[config.mk]
export PLATFORM = sky130hd
export DESIGN_NAME = fifo_sync_ext
export DESIGN_NICKNAME = d
export VERILOG_FILES = /design/src/rtl/fifo_sync_ext.sv
export SDC_FILE = /design/constraint.sdc
export NUM_CORES = 1
export LEC_CHECK = 0
export ABC_AREA = 1
export ABC_CLOCK_PERIOD_IN_PS = 3700
export BUFFER_PORTS_ARGS = -buffer_cell sky130_fd_sc_hd__clkbuf_2
export CAP_MARGIN = 20
export CORE_ASPECT_RATIO = 1.1
export CORE_UTILIZATION = 45
export DETAILED_ROUTE_END_ITERATION = 7
export SLEW_MARGIN = 20
export SYNTH_ARGS = -nofsm -noshare
export SYNTH_HDL_FRONTEND = slang
export SYNTH_SLANG_ARGS = --single-unit
[constraint.sdc]
create_clock -name clk -period 3.7 [get_ports clk]
set_input_delay 0.925 -clock clk [delete_from_list [all_inputs] [get_ports clk]]
set_output_delay 0.925 -clock clk [all_outputs]
set_load 0.1 [all_outputs]
[src/rtl/fifo_sync_ext.sv]
// Single-clock FIFO with selectable registered or first-word-fall-through read,
// almost-full/almost-empty thresholds, synchronous flush and sticky error flags.
module fifo_sync_ext #(
  parameter int DATA_WIDTH    = 32,
  parameter int FIFO_DEPTH    = 16,
  parameter int FWFT          = 0,
  parameter int AFULL_THRESH  = FIFO_DEPTH - 2,
  parameter int AEMPTY_THRESH = 2
) (
  input  logic                        clk,
  input  logic                        rst,
  input  logic                        cs,
  input  logic                        wr_en,
  input  logic                        rd_en,
  input  logic                        flush,
  input  logic                        clr_err,
  input  logic [DATA_WIDTH-1:0]       data_in,
  output logic [DATA_WIDTH-1:0]       data_out,
  output logic                        data_valid,
  output logic                        fifo_empty,
  output logic                        fifo_full,
  output logic                        almost_full,
  output logic                        almost_empty,
  output logic [$clog2(FIFO_DEPTH):0] fifo_level,
  output logic                        overflow,
  output logic                        underflow
);

  localparam int LOG = $clog2(FIFO_DEPTH);
  localparam int PW  = LOG + 1;

  logic [DATA_WIDTH-1:0] mem_q [FIFO_DEPTH];
  logic [PW-1:0]         wr_ptr_q, wr_ptr_d;
  logic [PW-1:0]         rd_ptr_q, rd_ptr_d;
  logic [PW-1:0]         level_q, level_d;
  logic                  overflow_q, overflow_d;
  logic                  underflow_q, underflow_d;

  logic flush_en, wr_req, rd_req, wr_acc, rd_acc, clr_en;

  assign fifo_empty   = (level_q == '0);
  assign fifo_full    = (level_q == PW'(FIFO_DEPTH));
  assign almost_full  = (int'(level_q) >= AFULL_THRESH);
  assign almost_empty = (int'(level_q) <= AEMPTY_THRESH);
  assign fifo_level   = level_q;
  assign overflow     = overflow_q;
  assign underflow    = underflow_q;

  assign flush_en = cs & flush;
  assign clr_en   = cs & clr_err;
  assign wr_req   = cs & wr_en & ~flush;
  assign rd_req   = cs & rd_en & ~flush;
  assign rd_acc   = rd_req & ~fifo_empty;
  // A full FIFO still takes a write when the same cycle frees a slot.
  assign wr_acc   = wr_req & (~fifo_full | rd_acc);

  always_comb begin
    wr_ptr_d = wr_ptr_q;
    rd_ptr_d = rd_ptr_q;
    level_d  = level_q;
    if (flush_en) begin
      wr_ptr_d = '0;
      rd_ptr_d = '0;
      level_d  = '0;
    end else begin
      if (wr_acc) wr_ptr_d = wr_ptr_q + PW'(1);
      if (rd_acc) rd_ptr_d = rd_ptr_q + PW'(1);
      case ({wr_acc, rd_acc})
        2'b10:   level_d = level_q + PW'(1);
        2'b01:   level_d = level_q - PW'(1);
        default: level_d = level_q;
      endcase
    end
    // Setting has priority over clearing in the same cycle.
    overflow_d  = (overflow_q  & ~clr_en) | (wr_req & ~wr_acc);
    underflow_d = (underflow_q & ~clr_en) | (rd_req & ~rd_acc);
  end

  // NOTE: sequential state uses non-blocking assignments so every register samples pre-edge values.
  always_ff @(posedge clk) begin
    if (rst) begin
      wr_ptr_q    <= '0;
      rd_ptr_q    <= '0;
      level_q     <= '0;
      overflow_q  <= 1'b0;
      underflow_q <= 1'b0;
    end else begin
      wr_ptr_q    <= wr_ptr_d;
      rd_ptr_q    <= rd_ptr_d;
      level_q     <= level_d;
      overflow_q  <= overflow_d;
      underflow_q <= underflow_d;
    end
  end

  // NOTE: the storage array has no reset; stale words are unreachable once the pointers clear.
  always_ff @(posedge clk) begin
    if (!rst && wr_acc) mem_q[wr_ptr_q[LOG-1:0]] <= data_in;
  end

  // The wrap bits keep the pointer distance equal to the occupancy counter.
  always_ff @(posedge clk) begin
    assert (rst || (level_q == PW'(wr_ptr_q - rd_ptr_q)));
  end

  if (FWFT != 0) begin : g_fwft
    assign data_out   = mem_q[rd_ptr_q[LOG-1:0]];
    assign data_valid = ~fifo_empty;
  end else begin : g_std
    logic [DATA_WIDTH-1:0] dout_q, dout_d;
    logic                  dvalid_q;

    always_comb dout_d = rd_acc ? mem_q[rd_ptr_q[LOG-1:0]] : dout_q;

    always_ff @(posedge clk) begin
      if (rst) begin
        dout_q   <= '0;
        dvalid_q <= 1'b0;
      end else begin
        dout_q   <= dout_d;
        dvalid_q <= rd_acc;
      end
    end

    assign data_out   = dout_q;
    assign data_valid = dvalid_q;
  end

endmodule
* Word-level counts from Yosys, hierarchy flattened
Memory sizes are Yosys's and may differ from the RTL's. A register that Yosys moved wholly into a read port is not among the register bits.
Cells that the tools add are included.
W data, S select, Z words.
** Word-level totals
- Bits in registers :: 18
- Memory bits (writable) :: 512
- Input port bits :: 39
- Output and inout port bits :: 44
- Logic and storage cells :: 45
- Memories :: 1
** Operators by class
- Add/sub/neg operators :: 4
- $lt $le $gt $ge :: 2
- Equality and inequality tests :: 3
- Muxes and demuxes :: 3
- Bitwise gates (word level) :: 21
- Reduce and logical (&&, ||, !) cells :: 5
** Memory list
- mem_q :: depth 16, bits a word 32, read ports 1, clocked after Yosys merged registers in 1, wr ports 1, RTL line 32 : logic [DATA_WIDTH-1:0] mem_q [FIFO_DEPTH];
** Operator list (count)
- $add A5 B1 Y5 const B :: 3
- $and A1 B1 Y1 :: 12
- $pmux W5 S2 :: 1
- $not A1 Y1 :: 6
- $eq A5 B5 Y1 const B :: 1
- $ge A5 B4 Y1 const B :: 1
- $le A5 B2 Y1 const B :: 1
- $logic_not A5 Y1 :: 1
- $sub A5 B1 Y5 const B :: 1
- $or A1 B1 Y1 :: 3
- $eq A2 B1 Y1 const B :: 1
- $eq A2 B2 Y1 const B :: 1
- $mux W1 :: 2
- $reduce_bool A2 Y1 :: 1
- $reduce_or A2 Y1 :: 1
- $logic_and A1 B1 Y1 :: 1
- $logic_not A1 Y1 :: 1

* Longest topological paths before layout
- Word-level depth :: 8
- Mapped depth :: 13
- Depth with buffers taken out :: 13

* Worst setup path before layout
OpenSTA, ideal clock, no wires.
- Path type :: register to output
- From :: reg level_q[1] (netlist: fifo_level[1])
- To :: out almost_empty
- Arrival time :: 5542 ps
- Required time :: 2775 ps
- Setup slack :: -2767 ps
- Cell stages (with the launch flop) :: 2
- Buffers on the path :: 0
- Cells stage by stage :: dfxtp_1 > a2111oi_0
** Between the ends
- Cells in the longest elaborated chain, start to end :: 1
** Ends and longest elaborated chain
- from (decl) :: RTL line 35 : logic [PW-1:0] level_q, level_d;
- from (signal assigned) :: RTL line 90 : level_q <= level_d;
- $le A5 B2 Y1 :: RTL line 44 : assign almost_empty = (int'(level_q) <= AEMPTY_THRESH);
- to (decl) :: RTL line 23 : output logic almost_empty,
Every way passes these cells.

* Worst setup path in the final report
- From :: reg level_q[1] (netlist: fifo_level[1])
- To :: out fifo_empty
** Between the ends
- Cells in the longest elaborated chain, start to end :: 1
** Ends and longest elaborated chain
- $logic_not A5 Y1 :: RTL line 41 : assign fifo_empty = (level_q == '0);
- to (decl) :: RTL line 20 : output logic fifo_empty,
Every way passes these cells.

==> metrics.yaml <==
timing:
  drv_slew: 0
  setup_viol: 0
  rsz0062_at_grt: "no"
  finalCritPeriodShare_pct: 76.6
  fin_setup_tns_ns: 0
  fmax_ghz: 0.353
  finalHoldViolations: 0
  min_period_ns: 2.83
  slew_headroom_pct: 28.2
  finClkSkew_ns: 0.0213
  worst_pin_slew_ns: 1.08
worst_setup_path:
  crit_path_start: "fifo_level[1]$_SDFFE_PP0P_"
  r2r-start: "rd_ptr_q[1]$_SDFFE_PP0P_"
  critPathKind: "reg -> out"
  critPathArrivalTime_ns: 1.91
  cp_slowest_cell: "clkbuf_2"
  cp_top_family: "buffers and inverters"
  end_kind: "primary output"
  start_kind: "flip-flop"
  critPathMaxFanout: 7
  worst_path_largest_cell_delay_ns: 0.46
  path_buf_inv: 2
  crit_required_ns: 2.77
  crit_chain: "nor2_1, nand3_1, inv_1, clkbuf_2"
layout:
  drive_gt1_share_pct: 10.3
  final_cells: 3060
  layout_common_cells: "697 x nand2_1, 512 x edfxtp_1, 370 x nand3_1"
  final_common_cell: "nand2_1"
  syn_to_final_growth_pct: 12.7
  num_antenna_cells: 0
  nNetsFinal: 2392
  fill_cells: 4561
logic_synthesis:
  ys_seq_elements: 560
  syn-num-nets: 2326
  synthCells: 2278
  yosys_warnings: 0
  yosys.cell_types.count: 27
  synth_area_um2: 23700
  syn_avg_cell_area_um2: 10.4
  seq_area_frac_synth_pct: 68.9
cts:
  cts_sinks: 560
  cts_root_buf: "clkbuf_16"
  cts-buffers-inserted: 57
  ctsHoldBuffers: 0
  clockBufferDepth: 3
  clk_latency_ns: 0.61
  path_clk_slew_ns: 0.06
  h-tree-depth: 2
  cts_resized: 0
  post_cts_buffers: 0
  cts_tree: "built"
die:
  die_area_um2: 53600
  coreArea_um2: 51600
  start_util_pct: 45.9
  die_height_um: 243
  num_rows: 87
  io_pins: 83
  dieWidth_um: 221
pwr:
  power.total_uw: 13300
  ir_drop_v: 0.000355
  power_density_nw_per_um2: 498
  p_leak_uw: 0.0110
drt:
  drc: 3
  finalWirelength_um: 58000
  viasPerCell: 5.13
  wl_per_cell_um: 19.0
  vias: 15708
  drtAntennaViolNets: 0
  initialDrtViolationCount: 1260
  firstDrtPassIters: 7
placement:
  hpwl_um: 31200
  io_buffers: 82
  gp_congestion: 0.788
  dp_cells: 2952
job:
  maxCapViolations: 0
worst_hold_path:
  hold_start: "overflow$_SDFF_PP0_"
  hp-class: "reg -> reg"
status:
  status: "finished, violations left"
  failed_checks: "DRC"
grt:
  grt_max_degree: 185
  grt_pass1_wl_um: 89800
  grt_pass1_vias: 15571
  overflow: 0
  gr-usage-all-layers_pct: 21.8
  antenna_found_initial: 0
per-layer routing:
layer / GRT usage, % / vias to the layer above / wire, um
met1: 27.6 / 7616 / 24700
li1: - / 7570 / -
met4: 6.87 / 0 / 1540
met5: 0 / - / 0
met2: 38.4 / 421 / 29000
met3: 3.28 / 101 / 2730
through the flow:
| step | hold slack [ns] | utilization, % | area, um^2 | setup slack, ns |
|---|---|---|---|---|
| 6_report | 0.472 | 51.8 | 26700 | 0.865 |
| 2_1_floorplan | 0.476 | - | 23700 | 0.244 |
| 3_3_place_gp | 0.458 | 48.1 | 24800 | 0.724 |
| 3_5_place_dp | 0.466 | 48.1 | 24800 | 0.775 |
| 5_1_grt | 0.497 | 51.8 | 26700 | 0.741 |
| 4_1_cts | 0.474 | 51.8 | 26700 | 0.835 |
cells in the mapped netlist:
cell type	n	area [um^2]
dfxtp_1	48	961
buf_2	48	240
edfxtp_1	512	15400
o211ai_1	4	30.0
inv_4	1	6.26
nand3b_1	1	7.51
nand3_1	370	1850
ha_1	8	100
o21ai_0	34	170
inv_2	3	11.3
a22oi_1	1	7.51
a2111oi_0	1	8.76
fa_1	1	20.0
nand2_2	2	12.5
a21oi_1	13	65.1
nor2_4	1	11.3
nor2_1	151	567
buf_4	4	30.0
nand2_1	697	2620
clkbuf_1	29	109
nand2_4	1	11.3
buf_6	22	248
xor2_1	2	17.5
o21ai_2	1	8.76
inv_1	309	1160
xnor2_1	1	8.76
buf_1	13	48.8
tightest hold or removal path, delay by kind of cell, from the launching register on:
kind	cells	cell delay [ns]
AOI/OAI and AO/OA	1	0.05
and+or+nand+nor	1	0.06
DFF	1	0.31
area by class of cell:
class	instances	area (um^2)	share of cell area, %
Tap cell	667	835	3.12
Inverter	313	1180	4.43
Sequential cell	560	16300	61.2
Multi-Input combinational cell	1289	5650	21.2
Timing Repair Buffer	123	781	2.92
Clock inverter	30	304	1.14
Clock buffer	78	1620	6.05
final timing paths:
check                               to  slack, ns  depth (start not counted)
max                         fifo_empty       0.87                          4
min                overflow$_SDFF_PP0_       0.47                          2
max reg2reg  data_out[26]$_SDFFE_PP0P_       1.29                          8
min reg2reg        overflow$_SDFF_PP0_       0.47                          2
kinds of logic after synthesis:
group                    after synthesis  share of synthesized area [%]
AND/OR/NAND/NOR                     1223                           21.4
flip-flops                           560                           68.9
buffers and inverters                429                           7.82
AO/OA/AOI/OAI                         54                           1.22
adder cells (fa/ha/maj)                9                          0.507
XOR/XNOR                               3                          0.111
registers in the layout, summed over array words and instances (netlist names):
name        cells
underflow       1
data_out       32
mem_q         512
fifo_level      5
data_valid      1
wr_ptr_q        4
rd_ptr_q        4
overflow        1
report_power, final:
part | switching [uW] | internal, uW | total [uW]
clock | 2400 | 3470 | 5870
sequential | 17.4 | 6920 | 6940
combinational | 407 | 100 | 507
total | 2820 | 10500 | 13300
Power figures use the tool's default switching activity.
